<file path="src/rtl/quiz_host_controller_if.sv">
// Quiz host controller bus: player buttons and host pushbuttons in,
// lamp, display, lockout, pulses and scores out.
interface quiz_host_controller_if #(
   parameter int SCORE_W = 4
);
   logic [3:0]           player;
   logic                 host_start;
   logic                 host_correct;
   logic                 host_wrong;
   logic                 score_clr;
   logic                 arm;
   logic [3:0]           lamp;
   logic [3:0]           winner_code;
   logic [3:0]           lockout;
   logic                 buzz;
   logic                 timeout;
   logic                 round_done;
   logic [4*SCORE_W-1:0] scores;

   modport master (
      output player, host_start, host_correct, host_wrong, score_clr,
      input  arm, lamp, winner_code, lockout, buzz, timeout,
      input  round_done, scores
   );

   modport slave (
      input  player, host_start, host_correct, host_wrong, score_clr,
      output arm, lamp, winner_code, lockout, buzz, timeout,
      output round_done, scores
   );
endinterface

</file>
<file path="src/rtl/quiz_host_controller.sv">
// Quiz host controller: arms a round, resolves the first eligible press,
// times the answer window, applies verdicts, lockouts and saturating scores.
module quiz_host_controller #(
   parameter int ANSWER_CYCLES = 1000,
   parameter int SCORE_W       = 4,
   parameter int SYNC_STAGES   = 2
) (
   input logic                   clk,
   input logic                   reset_n,
   quiz_host_controller_if.slave bus
);
   localparam int TW = $clog2(ANSWER_CYCLES);
   localparam logic [TW-1:0] T_LOAD = TW'(ANSWER_CYCLES - 1);
   localparam logic [SCORE_W-1:0] S_MAX = '1;

   typedef enum logic [1:0] {IDLE, ARMED, ANSWER} state_t;

   state_t               state, state_n;
   logic [3:0]           sync [SYNC_STAGES];
   logic [3:0]           prev, edges;
   logic [TW-1:0]        timer, timer_n;
   logic [1:0]           win, win_n, cap;
   logic [3:0]           lamp, lamp_n;
   logic [3:0]           code, code_n;
   logic [3:0]           lock, lock_n;
   logic                 buzz, buzz_n;
   logic                 tout, tout_n;
   logic                 done, done_n;
   logic [4*SCORE_W-1:0] scores, scores_n;
   logic [3:0]           elig, lock_set;
   logic [SCORE_W-1:0]   cur;

   // button synchronizers followed by a registered rising-edge detect
   always_ff @(posedge clk or negedge reset_n) begin
      if (!reset_n) begin
         for (int i = 0; i < SYNC_STAGES; i++) sync[i] <= '0;
         prev  <= '0;
         edges <= '0;
      end else begin
         sync[0] <= bus.player;
         for (int i = 1; i < SYNC_STAGES; i++) sync[i] <= sync[i-1];
         prev  <= sync[SYNC_STAGES-1];
         edges <= sync[SYNC_STAGES-1] & ~prev;
      end
   end

   // next state, winner capture, verdicts, timer, lockout and scores
   always_comb begin
      state_n  = state;
      timer_n  = timer;
      win_n    = win;
      lamp_n   = lamp;
      code_n   = code;
      lock_n   = lock;
      scores_n = scores;
      buzz_n   = 1'b0;
      tout_n   = 1'b0;
      done_n   = 1'b0;
      elig     = edges & ~lock;
      lock_set = lock | (4'b0001 << win);
      cur      = scores[int'(win)*SCORE_W +: SCORE_W];
      priority case (1'b1)
         elig[3]: cap = 2'd3;
         elig[2]: cap = 2'd2;
         elig[1]: cap = 2'd1;
         default: cap = 2'd0;
      endcase
      unique case (state)
         IDLE: begin
            if (bus.score_clr) scores_n = '0;
            if (bus.host_start) begin
               lock_n  = '0;
               state_n = ARMED;
            end
         end
         ARMED: begin
            if (elig != 4'b0000) begin
               win_n   = cap;
               lamp_n  = 4'b0001 << cap;
               code_n  = {2'b00, cap} + 4'd1;
               buzz_n  = 1'b1;
               timer_n = T_LOAD;
               state_n = ANSWER;
            end
         end
         ANSWER: begin
            timer_n = timer - 1'b1;
            if (bus.host_wrong ||
                (timer == '0 && !bus.host_correct)) begin
               lock_n = lock_set;
               tout_n = !bus.host_wrong;
               lamp_n = '0;
               code_n = '0;
               if (&lock_set) begin
                  done_n  = 1'b1;
                  state_n = IDLE;
               end else begin
                  state_n = ARMED;
               end
            end else if (bus.host_correct) begin
               if (cur != S_MAX)
                  scores_n[int'(win)*SCORE_W +: SCORE_W] = cur + 1'b1;
               lamp_n  = '0;
               code_n  = '0;
               done_n  = 1'b1;
               state_n = IDLE;
            end
         end
         default: state_n = IDLE;
      endcase
   end

   // state and output registers; reset aborts any round silently
   always_ff @(posedge clk or negedge reset_n) begin
      if (!reset_n) begin
         state  <= IDLE;
         timer  <= '0;
         win    <= '0;
         lamp   <= '0;
         code   <= '0;
         lock   <= '0;
         buzz   <= 1'b0;
         tout   <= 1'b0;
         done   <= 1'b0;
         scores <= '0;
      end else begin
         state  <= state_n;
         timer  <= timer_n;
         win    <= win_n;
         lamp   <= lamp_n;
         code   <= code_n;
         lock   <= lock_n;
         buzz   <= buzz_n;
         tout   <= tout_n;
         done   <= done_n;
         scores <= scores_n;
      end
   end

   assign bus.arm         = (state == ARMED);
   assign bus.lamp        = lamp;
   assign bus.winner_code = code;
   assign bus.lockout     = lock;
   assign bus.buzz        = buzz;
   assign bus.timeout     = tout;
   assign bus.round_done  = done;
   assign bus.scores      = scores;
endmodule

</file>
<file path="src/flat_wrapper.sv">
// flat-port wrapper written by rule: the top's interface ports become plain ports
module quiz_host_controller_flat 
#(
   parameter int ANSWER_CYCLES = 1000,
   parameter int SCORE_W       = 4,
   parameter int SYNC_STAGES   = 2
)
  (clk, reset_n, bus_player, bus_host_start, bus_host_correct, bus_host_wrong, bus_score_clr, bus_arm, bus_lamp, bus_winner_code, bus_lockout, bus_buzz, bus_timeout, bus_round_done, bus_scores);
  quiz_host_controller_if #(.SCORE_W(SCORE_W)) bus_i ();
  input logic clk;
  input logic reset_n;
  input wire logic [$bits(bus_i.player)-1:0] bus_player;
  input wire logic [$bits(bus_i.host_start)-1:0] bus_host_start;
  input wire logic [$bits(bus_i.host_correct)-1:0] bus_host_correct;
  input wire logic [$bits(bus_i.host_wrong)-1:0] bus_host_wrong;
  input wire logic [$bits(bus_i.score_clr)-1:0] bus_score_clr;
  output wire logic [$bits(bus_i.arm)-1:0] bus_arm;
  output wire logic [$bits(bus_i.lamp)-1:0] bus_lamp;
  output wire logic [$bits(bus_i.winner_code)-1:0] bus_winner_code;
  output wire logic [$bits(bus_i.lockout)-1:0] bus_lockout;
  output wire logic [$bits(bus_i.buzz)-1:0] bus_buzz;
  output wire logic [$bits(bus_i.timeout)-1:0] bus_timeout;
  output wire logic [$bits(bus_i.round_done)-1:0] bus_round_done;
  output wire logic [$bits(bus_i.scores)-1:0] bus_scores;
  assign bus_i.player = bus_player;
  assign bus_i.host_start = bus_host_start;
  assign bus_i.host_correct = bus_host_correct;
  assign bus_i.host_wrong = bus_host_wrong;
  assign bus_i.score_clr = bus_score_clr;
  assign bus_arm = bus_i.arm;
  assign bus_lamp = bus_i.lamp;
  assign bus_winner_code = bus_i.winner_code;
  assign bus_lockout = bus_i.lockout;
  assign bus_buzz = bus_i.buzz;
  assign bus_timeout = bus_i.timeout;
  assign bus_round_done = bus_i.round_done;
  assign bus_scores = bus_i.scores;
  quiz_host_controller #(.ANSWER_CYCLES(ANSWER_CYCLES), .SCORE_W(SCORE_W), .SYNC_STAGES(SYNC_STAGES)) u_core (.clk(clk), .reset_n(reset_n), .bus(bus_i));
endmodule
</file>
<file path="config.mk">
export PLATFORM = sky130hd
export DESIGN_NAME = quiz_host_controller_flat
export DESIGN_NICKNAME = d
export VERILOG_FILES = /design/src/rtl/quiz_host_controller_if.sv /design/src/rtl/quiz_host_controller.sv /design/src/flat_wrapper.sv
export SDC_FILE = /design/constraint.sdc
export NUM_CORES = 1
export LEC_CHECK = 0
export CORE_ASPECT_RATIO = 1.4
export CORE_UTILIZATION = 35
export DETAILED_ROUTE_END_ITERATION = 7
export PLACE_DENSITY_LB_ADDON = 0.12
export SETUP_SLACK_MARGIN = 0.5
export SLEW_MARGIN = 0
export SYNTH_ARGS = -nofsm -noshare
export SYNTH_HDL_FRONTEND = slang
export SYNTH_SLANG_ARGS = --single-unit
</file>
<file path="constraint.sdc">
create_clock -name clk -period 4.8 [get_ports clk]
set_input_delay 0.72 -clock clk [delete_from_list [all_inputs] [get_ports clk]]
set_output_delay 0.72 -clock clk [all_outputs]
set_load 0.03 [all_outputs]
</file>
## Word-level counts from Yosys, hierarchy flattened

Cells that the tools add are included.

- Bits of input ports: 10
- Word-level logic and storage cells: 89
- Flip-flop bits (word level): 61
- Output and inout port bits: 32

- Reductions and logical operators: 16
- Bitwise gates (word level): 5
- Muxes and demuxes: 34
- Add/subtract/negate cells: 4
- Equal/unequal tests: 11
- Shift operators: 5

Operators with widths:

| operator | number |
|---|---|
| $mux 16 | 4 |
| $neg 4->33 | 1 |
| $shift 4x33->16 const A | 1 |
| $shiftx 4x33->16 | 1 |
| $pmux 16 s2 | 1 |
| $mux 4 | 6 |
| $pmux 4 s2 | 3 |
| $pmux 10 s2 | 1 |
| $bwmux 16 | 1 |
| $shiftx 16x5->4 | 1 |
| $mux 2 | 6 |
| $logic_not 10->1 | 1 |
| $mux 1 | 10 |
| $mux 10 | 1 |
| $sub 10x1->10 const B | 1 |
| $reduce_and 3->1 | 3 |
| $and 4x4->4 | 2 |
| $ne 2x2->1 const B | 4 |
| $not 4->4 | 2 |
| $shl 1x2->4 const A | 2 |
| $ne 2x1->1 const B | 3 |
| $pmux 2 s3 | 1 |
| $reduce_and 5->1 | 1 |
| $add 4x1->4 const B | 1 |
| other kinds (14) | 17 |

## Longest topological paths before layout

Gate-level depths: netlist (run 1).

- Word-level depth: 8
- Gate-level depth with buffers: 8
- Mapped depth without buffers: 7

## Worst setup path after synthesis (run 1)

No wires, ideal clock.

- Path kind: reg-to-reg
- From: register u_core.win[0]
- To: register u_core.scores[0] (netlist: u_core.bus.scores[0])
- Required time: 4.704 ns
- Period minus slack after synthesis: 2.254 ns
- Setup time: 0.096 ns
- Arrival: 2.159 ns
- Slack: 2.546 ns
- Buffers on the path: 1
- Stages on the path, launching flop included: 7
- Cells stage by stage: dfrtp_1 > buf_6 > mux4_1 > ha_1 > a311oi_4 > a21oi_2 > o31ai_1

- Cells in the longest elaborated chain, start to end: 8
- Elaborated cells between the ends (all ways): 13
- Classes of those cells: add/sub (2); eq/ne (2); shift (3); mux (5); reduce/logical (1)

Ends and longest elaborated chain:

| item | RTL line | source |
|---|---|---|
| start, declared | quiz_host_controller.sv:22 | `logic [1:0] win, win_n, cap;` |
| start signal, assigned | quiz_host_controller.sv:129 | `win <= win_n;` |
| $shiftx 16x5->4 | quiz_host_controller.sv:61 | `cur = scores[int'(win)*SCORE_W +: SCORE_W];` |
| $add 4x1->4 | quiz_host_controller.sv:102 | `scores_n[int'(win)*SCORE_W +: SCORE_W] = cur + 1'b1;` |
| $shiftx 4x33->16 | quiz_host_controller.sv:102 |  |
| $bwmux 16 | quiz_host_controller.sv:102 |  |
| $mux 16 | quiz_host_controller.sv:101 | `if (cur != S_MAX)` |
| $mux 16 | quiz_host_controller.sv:100 | `end else if (bus.host_correct) begin` |
| $mux 16 | quiz_host_controller.sv:88 | `if (bus.host_wrong \|\|` |
| $pmux 16 s2 | quiz_host_controller.sv:68 | `unique case (state)` |
| end signal, assigned | quiz_host_controller.sv:136 | `scores <= scores_n;` |
| end, declared | quiz_host_controller.sv:29 | `logic [4*SCORE_W-1:0] scores, scores_n;` |

Several ways; a longest one is shown, not always the timed one. The select of a mux whose other input is x is not followed.
A chain may end at the register's enable or synchronous reset.

## Worst setup path after layout (run 1)

- From: register u_core.state[1]
- To: output bus_arm

- Cells in the longest elaborated chain, start to end: 1

Ends and longest elaborated chain:

| item | RTL line | source |
|---|---|---|
| start, declared | quiz_host_controller.sv:18 | `state_t state, state_n;` |
| start signal, assigned | quiz_host_controller.sv:127 | `state <= state_n;` |
| $eq 2x1->1 | quiz_host_controller.sv:140 | `assign bus.arm = (state == ARMED);` |
| end, declared | flat_wrapper.sv:17 | `output wire logic [$bits(bus_i.arm)-1:0] bus_arm;` |

No other way between the ends.

==> metrics.txt, run 1 <==
status=completed; total global-route track usage=17.6%; Final Net Count=323; clock power share=26.5%; Max Cap Viol=0; htree depth=3; met1 Use GR=20.5%; Hold Path Class=flip-flop to flip-flop; #FFs+latches synth=59; Internal=1.12 mW; M3 GR Usage=3.46%; post-synth top area cell=dfrtp_1; GR Overflow Total=0; CP required=4.08 ns; die height=108 um; top-count cell post-synth=dfrtp_1; Tmin final=2.82 ns; unrepaired setup endpoints after global routing=false; Top FF cell, synth=dfrtp_1; postcts setup bufs=0; Slew @ Worst Pin=0.765 ns; Worst-Skew Late Latency=0.35 ns; met2 Use GR=29.2%; vias in the first global route=2116; setup ws final=1.98 ns; Seq/Total Area, Yosys=52.1%; Max FO, Critical Path=14; WS Path Type=flip-flop to output port; Max Root-Sink Buffers=2; post-route ant nets=0; Root Buffer=clkbuf_8; io pins=42; Worst path max stage delay=0.77 ns; syn nets=278; grt peak-use layer=met2; final wirelength=6550 um; row count=38; P_sw=0.696 mW; first-pass GRT wire length=10900 um; PwrDens=515 nW/um^2; worst slack, placed=2.21 ns; nature of the critical path startpoint=flip-flop; headroom to the max-slew limit=49.0%; drt wl/cell=16.1 um; Post-Route Skew=0.00871 ns; I/O Buffers=40; Crit path arrival time=2.10 ns; switching share of power=38.3%; EDFF count, synth=0; drt first pass iters=4; total die area=8460 um^2; Reg power frac=36.1%; Num CTS Buffers=9; CP Cell Sequence=inv_1 -> ha_1 -> clkdlybuf4s50_1; pin count of the biggest net entering global routing=60; Final setup viols=0; VDD IR max=177 uV; CTS tree=yes; DR vias=2056; starting density of the core=36.3%; routability cong.=0.784; CP bufs+invs=2; share of cells above drive strength 1=12.7%; Cells after Synth=256; diode count=0; Crit-path slowest cell=clkdlybuf4s50_1; initial antenna violation count=0; vias per cell=5.06; Syn. warnings=0; total negative slack=0 ns; Worst Setup End Kind=output port; leakage=1.48 nW; combinational share of power=37.4%; P&R area growth vs syn=24.5%; mean post-synth cell area=11.1 um^2; post-synthesis async set-or-reset flop share=100%; Largest delay share family, worst path=buffers and inverters; initial drt markers=115; Cell variety after synth=46; total power=1.81 mW; Final Slew Violations=0; ranking of synthesized cells by area=dfrtp_1 52%, ha_1 5.3%, o31ai_1 4.0%; Final Hold Viols=0; final core utilization=45.2%; worst hold slack=0.347 ns; Max Clock Freq=355 MHz; core footprint=7800 um^2; die width=78.0 um; CTS hold repair buffers=0; Reg clk slew, reported paths=0.07 ns; clk sink count=59; DRC viols=0; most frequent cells after synthesis=59 x dfrtp_1, 29 x nand2_1, 16 x nor2_1, 16 x o21ai_0; PostCTS Resize Cnt=0; share of the synthesized area in the top cell type=52.1%; Syn Std Cell Area=2830 um^2; detailed placer's ending HPWL=4590 um; fin crit share=58.7%
==> power groups by stage <==
stage	combinational (mW)	clock, mW	sequential (mW)
floorplan	0.422	0	0.717
global placement	0.684	0	0.664
detailed placement	0.685	0	0.665
CTS	0.688	0.493	0.657
global route	0.752	0.514	0.669
finish	0.678	0.482	0.655
==> worst paths after layout <==
check / start / to / slack, ns / depth (start not counted)
max: u_core.state[1] / bus_arm / 1.98 / 3
min: u_core.sync[5] / u_core.sync[1] / 0.35 / 0
max reg2reg: u_core.win[0] / u_core.bus.scores[8] / 2.21 / 5
min reg2reg: u_core.sync[5] / u_core.sync[1] / 0.35 / 0
max in group asynchronous: reset_n / u_core.sync[2] / 3.76 / 2
min in group asynchronous: reset_n / u_core.timer[7] / 0.53 / 2
==> kinds of logic (layout without fill, tap and decap cells) <==
kind of cell	after synthesis	in the layout	synth area share [%]
adders and majority gates	12	12	5.30
buffers and inverters	23	73	3.89
AOI/OAI and AO/OA	59	59	15.5
and+or+nand+nor	83	83	14.4
DFF	59	59	52.1
xor gates and xnor gates	8	8	2.47
muxes	11	11	6.19
other	1	1	0.132
==> layout make-up <==
type	count	area (um^2)
Sequential cell	59	1480
Tap cell	100	125
Fill cell	769	4270
Clock buffer	12	165
Multi-Input combinational cell	174	1240
Inverter	15	56.3
Clock inverter	4	47.5
Timing Repair Buffer	42	410
==> placed cells by master (no fill, tap or decap), types with 6 or more instances in the layout <==
cell type         n
nand3_1           6
mux2_2            6
o21ai_0          16
dfrtp_1          59
ha_1             12
a21oi_1           7
inv_1            15
nor2_1           16
nand2_1          29
xnor2_1           7
clkdlybuf4s50_1  39
nor2b_1           8
clkbuf_8         12
o31ai_1          15
==> registers in the layout, summed over array words and instances (netlist names) <==
register	count
u_core.bus.scores	16
u_core.bus.timeout	1
u_core.state	2
u_core.bus.winner_code	2
u_core.edges	4
u_core.sync	8
u_core.prev	4
u_core.bus.buzz	1
u_core.bus.lockout	4
u_core.bus.lamp	4
u_core.timer	10
u_core.win	2
u_core.bus.round_done	1
==> through the flow <==
stage / area [um^2] / cells
after floorplan: 2830 / 256
after global placement: 3310 / 390
after detailed placement: 3310 / 390
after CTS: 3530 / 406
after global routing: 3530 / 406
final: 3530 / 406
==> metal layers <==
layer  up-vias  routed length, um
li1        996                  -
met2        37               3310
met1      1006               2820
met3        17                177
met5         -                  0
met4         0                242
Power figures use the tool's default switching activity.
==> run 2: changes to the inputs <==
clock period = 2.7 ns   (was 4.8 ns; I/O delays follow)
==> metrics.txt, run 2 (same netlist as run 1, synthesis figures left out) <==
vias per cell=5.09; htree depth=3; Slew @ Worst Pin=0.753 ns; top flop regs=u_core.bus.scores x16, u_core.timer x10, u_core.sync x8; DR vias=2109; routability cong.=0.781; first-pass GRT wire length=10100 um; initial antenna violation count=0; share of cells above drive strength 1=18.2%; Root Buffer=clkbuf_8; worst hold slack=0.210 ns; headroom to the max-slew limit=49.8%; FF-to-FF End=u_core.bus.scores[9]; fill count=752; nature of the critical path startpoint=flip-flop; diode count=0; flop2flop setup slack=0.60 ns; Post-Route Skew=0.00901 ns; Final Hold Viols=0; leakage=1.53 nW; most common cell after layout, fill and taps aside=dfrtp_1; CTS tree=yes; Final Net Count=331; final wirelength=6320 um; Cells after DPL=394; fin cells=414; unrepaired setup endpoints after global routing=true; row count=38; Max Root-Sink Buffers=2; max reg flops=16; post-route ant nets=0; DRC viols=0; detailed placer's ending HPWL=4450 um; Num CTS Buffers=9; core footprint=7800 um^2; CTS hold repair buffers=0; PwrDens=938 nW/um^2; Max Clock Freq=469 MHz; status=completed; Max Cap Viol=0; Worst Setup End Kind=output port; VDD IR max=326 uV; clk sink count=59; CP required=2.30 ns; I/O Buffers=40; path depth of the worst reg2reg path=6; Reg clk slew, reported paths=0.07 ns; Hold Path Class=input pin to async pin; Max FO, Critical Path=3; GR Overflow Total=0; total die area=8460 um^2; die height=108 um; initial drt markers=102; drt wl/cell=15.3 um; starting density of the core=36.3%; fin crit share=78.9%; Final Slew Violations=0; pin count of the biggest net entering global routing=60; total global-route track usage=16.2%; register name with the most flops=u_core.bus.scores; P&R area growth vs syn=29.7%; WS Path Type=flip-flop to output port; Crit path arrival time=1.73 ns; Tmin final=2.13 ns; total negative slack=0 ns; io pins=42; vias in the first global route=2040; leading cell types in the layout, fill and taps excluded=58 x dfrtp_1, 39 x clkdlybuf4s50_1, 29 x nand2_1, 16 x nor2_1, 16 x o21ai_0; die width=78.0 um; Worst-Skew Late Latency=0.34 ns; reg-to-reg critical path startpoint=u_core.win[0]; total power=3.45 mW; Final setup viols=0; drt first pass iters=5
==> run 2: cell types whose count changed in the layout (fill, tap and decap cells not counted), moves of 3 or more <==
cell,previous run,this run
buf_4,2,9
o31ai_1,15,10
o31ai_2,0,5
a21oi_2,3,0
a21oi_4,0,3
clkbuf_8,12,9
==> run 2: metal layers <==
layer  up-vias  wire length (um)  global-route usage [%]
met5         -                 0                       0
li1       1009                 -                       -
met2        49              3350                    28.1
met4         0               120                    6.88
met3        13               199                    4.22
met1      1038              2640                    18.9
==> run 2: how the worst max path moves through the flow <==
stage / start / to / slack (ns) / depth (start not counted)
after floorplan: u_core.win[0] / u_core.bus.scores[4] / 0.50 / 6
after global placement: u_core.win[0] / u_core.bus.scores[12] / 0.42 / 5
after detailed placement: u_core.win[0] / u_core.bus.scores[14] / 0.37 / 5
after CTS: u_core.win[0] / u_core.bus.scores[14] / 0.50 / 6
after global routing: u_core.bus.lockout[1] / u_core.timer[9] / 0.47 / 6
final: u_core.state[1] / bus_arm / 0.57 / 3
==> run 2: repair_timing <==
item,in CTS,in global routing
pin swaps,1,2
gates resized for setup,0,9
setup buffers,1,3
endpoints found under the setup margin,16,24
==> run 2: power by group <==
group          internal, mW  switching (mW)  total, mW
sequential             1.02           0.130       1.15
combinational         0.523           0.786       1.31
clock                 0.611           0.373      0.984
==> run 2: critical path, cell delays in order, from the launching register on <==
cell and delay (ns):
dfrtp_1 0.40, inv_1 0.10, ha_1 0.20, clkdlybuf4s50_1 0.68
==> run 2: layout make-up <==
| class | count | area, um^2 | area share, % |
|---|---|---|---|
| Sequential cell | 59 | 1480 | 40.2 |
| Clock buffer | 9 | 124 | 3.37 |
| Timing Repair Buffer | 50 | 474 | 12.9 |
| Clock inverter | 7 | 116 | 3.17 |
| Inverter | 15 | 56.3 | 1.53 |
| Multi-Input combinational cell | 174 | 1300 | 35.4 |
| Tap cell | 100 | 125 | 3.41 |
==> run 2: per-stage QoR <==
stage	instance area, um^2	util [%]	worst slack [ns]
after global routing	3670	47.1	0.466
after floorplan	2850	-	0.500
after CTS	3610	46.3	0.504
final	3670	47.1	0.569
after global placement	3360	43.1	0.419
after detailed placement	3360	43.1	0.374
==> run 3: changes to the inputs <==
clock period = 1.9 ns   (was 2.7 ns; I/O delays follow)
==> metrics.txt, run 3 (same netlist as run 1, synthesis figures left out) <==
VDD IR max=641 uV; clock power share=19.8%; drt wl/cell=16.6 um; leading cell types in the layout, fill and taps excluded=55 x dfrtp_1, 46 x buf_4, 26 x nand2_1, 15 x buf_2, 15 x buf_6; fin crit share=105%; Tmin final=2.00 ns; core footprint=7800 um^2; final core utilization=57.3%; P_sw=2.41 mW; routability cong.=0.874; Cells after DPL=434; diode count=0; CP required=2.16 ns; initial antenna violation count=0; Crit path arrival time=2.25 ns; Root Buffer=clkbuf_8; io pins=42; detailed placer's ending HPWL=5370 um; starting density of the core=36.3%; vias per cell=5.06; I/O Buffers=40; first-pass GRT wire length=12600 um; final wirelength=7810 um; total negative slack=-1.27 ns; total die area=8460 um^2; max reg flops=16; pin count of the biggest net entering global routing=41; Final Hold Viols=0; path depth of the worst reg2reg path=6; row count=38; drt first pass iters=4; Max FO, Critical Path=8; Post-Route Skew=0.00663 ns; clk sink count=59; Max Cap Viol=0; Max Clock Freq=501 MHz; Final setup viols=16; worst slack, placed=-0.188 ns; fin cells=470; die height=108 um; vias in the first global route=2547; setup ws final=-0.0967 ns; DR vias=2380; Area after DPL=3770 um^2; PwrDens=1330 nW/um^2; design area=4470 um^2; nature of the critical path startpoint=flip-flop; Hold Path Class=flip-flop to flip-flop; Num CTS Buffers=9; most common cell after layout, fill and taps aside=dfrtp_1; min-delay src=u_core.sync[6]; GR Overflow Total=0; DRC viols=0; Worst Setup End Kind=flip-flop; fill count=691; combinational share of power=52.6%; Internal=3.54 mW; failing checks=setup timing; initial drt markers=126; reg-to-reg critical path startpoint=u_core.win[0]; die width=78.0 um; P&R area growth vs syn=57.8%; unrepaired setup endpoints after global routing=true; worst hold slack=0.350 ns; Max Root-Sink Buffers=2; hold path depth=0; top flop regs=u_core.bus.scores x16, u_core.timer x10, u_core.sync x8; switching share of power=40.5%; WS Path Type=flip-flop to flip-flop; CTS tree=yes; share of cells above drive strength 1=50.0%; htree depth=3; leakage=1.94 nW; Worst-Skew Late Latency=0.34 ns; Final Slew Violations=0; Reg clk slew, reported paths=0.07 ns; status=finished, violations left; CP Launch Point=u_core.win[0]; Final Net Count=387; post-route ant nets=0; total global-route track usage=20.2%; headroom to the max-slew limit=65.4%; register name with the most flops=u_core.bus.scores; Reg power frac=27.6%; total power=5.95 mW; Slew @ Worst Pin=0.519 ns
## run 3: critical path, stage by stage (launching register included)
cell	delay (ns)
dfrtp_1	0.43
buf_6	0.14
mux4_2	0.53
a311oi_4	0.32
buf_6	0.18
a21oi_4	0.10
o31ai_2	0.21
## run 3: layer usage
| layer | routed length, um | track usage (%) |
|---|---|---|
| met5 | 0 | 0 |
| met4 | 237 | 10.8 |
| met3 | 197 | 3.38 |
| met2 | 4290 | 37.7 |
| met1 | 3090 | 21.6 |
## run 3: cell type report
class / count / area, um^2 / share of cell area (%)
Clock buffer: 9 / 124 / 2.77
Clock inverter: 7 / 76.3 / 1.71
Multi-Input combinational cell: 174 / 1680 / 37.6
Timing Repair Buffer: 106 / 917 / 20.5
Tap cell: 100 / 125 / 2.80
Inverter: 15 / 66.3 / 1.48
Sequential cell: 59 / 1480 / 33.1
## run 3: final timing paths
path / endpoint / slack (ns)
max: u_core.bus.scores[0] / -0.1
min: u_core.sync[2] / 0.35
min reg2reg: u_core.sync[2] / 0.35
max reg2reg: u_core.bus.scores[0] / -0.1
min in group asynchronous: u_core.bus.timeout / 0.44
max in group asynchronous: u_core.bus.lockout[2] / 0.86
## run 3: power groups by stage
stage | clock [mW] | sequential [mW] | combinational (mW)
after floorplan | 0 | 1.84 | 1.24
after global placement | 0 | 1.64 | 2.22
after detailed placement | 0 | 1.65 | 2.24
after CTS | 1.20 | 1.64 | 3.00
after global routing | 1.25 | 1.67 | 3.35
final | 1.18 | 1.64 | 3.13
## run 3: repair_timing
action                                  in CTS  in global routing
gates resized for setup                    175                 35
endpoints found under the hold margin       19                  0
pin swaps                                   35                 17
setup buffers                               15                  4
hold buffers                                 1                  0
endpoints found under the setup margin      73                 54
==> patch (config.mk and constraints of run 3) <==
Re-encode `state_t` (3 states) as one-hot, 3 bits wide.
--- a/src/rtl/quiz_host_controller.sv
+++ b/src/rtl/quiz_host_controller.sv
@@ -15,3 +15,3 @@
 
-   typedef enum logic [1:0] {IDLE, ARMED, ANSWER} state_t;
+   typedef enum logic [2:0] {IDLE = 3'b001, ARMED = 3'b010, ANSWER = 3'b100} state_t;
 
Function: same outputs for any inputs over 10 cycles, from zero or initial values and one cycle with reset_n low; not proved beyond that.
==> patch against run 3 <==
  * The flow still finishes with violations (negative setup slack)
  * Critical path depth unchanged
  * Area after synthesis down 4.5%
  * Wire length decreased by 6.7%
  * Worst setup slack got worse by 0.0011 ns
  * Critical path type unchanged
  * Via count fell by 5.1%
  * Power down 18%
  * Final area down 3.4%
  * Sequential cell count increased by 1
  * Sequential share of layout area rose by 1.9 points
==> patch: results (changes against run 3) <==
* 11.66 um^2 — Avg Inst Size Synth, +5.4%
* u_core.bus.scores[13] — critical path endpoint
* 0 — number of antenna repair diodes, unchanged
* 11,760 um — global-route wire length before repair, -6.4%
* 0.35 ns — clk_lat worst skew
* 61 — largest net degree at the start of global routing, +49%
* complete, but fails checks — run status
* 19.15% — combined global-route utilization of all metal layers, -1.1 points
* 395 — placed instance count, -9.0%
* 3535 um^2 — Cell Area, Placed, -6.3%
* 33.08% — routing usage on met2, -4.7 points
* 153 — violation count after the first detailed-routing iteration, +21%
* 54.39% — layout cell share with drive strength beyond 1, +4.4 points
* 450 — non-filler instance count after layout, -4.3%
* -0.1597 ns — pre-CTS setup slack, +0.02779 ns
* -1.168 ns — total negative slack for setup checks, +0.1064 ns
* 1.921 nW — Leakage Power, -1.2%
* 100.0% — share of synthesized registers carrying an async set or reset, unchanged
* -0.09786 ns — Worst Slack Setup Final, -0.001133 ns
* 4014 um — met2 wirelength from detailed routing, -6.4%
* 171 um — Routed met3 length, -13%
* sky130_fd_sc_hd__dfrtp_1 (59), sky130_fd_sc_hd__nor2_1 (20), sky130_fd_sc_hd__o21ai_0 (20), sky130_fd_sc_hd__nand2_1 (16), sky130_fd_sc_hd__o2bb2ai_1 (9) — Post-synth top cells
* 250 — number of nets in the synthesized netlist, -10%
* u_core.sync[6] — origin of the worst min-delay path
* 16 — setup-violating endpoint count in the final report, unchanged
* 0.56 ns — Max stage delay on crit path, +0.03 ns
* u_core.sync[2] — Worst Hold Path EP
* met4 — uppermost routed layer
* 366 — fin nets, -5.4%
* multiplexers — family of cells with the greatest summed delay on the critical path
* 4 — maximum net fanout on the critical path, -4
* 0.01439 ns — Setup Skew, +0.007755 ns
* 7293 um — Post-Route WL, -6.7%
* 22.54% — met1 usage in global routing, +0.96 points
* 4606 um — HPWL after detailed placement, -14%
* 3.004% — met3 Usage GRT, -0.37 points
* 0.8674 — RD Place Congestion, -0.78%
* u_core.win[0] — CP startpoint
* 0.3514 ns — Final Hold Slack, +0.0009040 ns
* 5.020 — vias per inst, -0.87%
* 55.55% — sequential element share of the synthesized area, +3.4 points
* 0.6208 mV — worst ir drop on vdd, -3.2%
* 2957 um — wire length on met1, -4.3%
* sky130_fd_sc_hd__dfrtp_1 (55%), sky130_fd_sc_hd__ha_1 (3.7%), sky130_fd_sc_hd__o21ai_0 (3.7%) — largest cells by area after synthesis
* negative setup slack — violated checks
[patch: power by group]
group	leakage [nW]	total, mW	internal (mW)	switching [mW]
Sequential	0.747	1.71	1.50	0.207
Combinational	1.06	1.88	0.892	0.988
Clock	0.110	1.29	0.744	0.545
[patch: logic make-up after synthesis]
logic type	synth area share (%)
compound gates	14.25
simple gates	16.51
xor+xnor	0.6477
fa+ha+maj	3.700
other cells	0.1386
flops	55.55
buf+inv	3.746
mux	5.458
[patch: repair_timing]
item                                   CTS  global route
pin swaps                               31            20
endpoints found under the hold margin   59             0
buffers inserted                        23            15
setup endpoints to repair               74            55
hold buffers                             1             0
resized for setup                      161            47
[patch: layout make-up]
cell class,count,area [um^2]
Sequential cell,60,1511
Fill cell,647,3092
Timing Repair Buffer,113,959.7
Clock inverter,7,98.84
Tap cell,97,121.4
Multi-Input combinational cell,156,1456
Clock buffer,9,123.9
Inverter,8,43.79
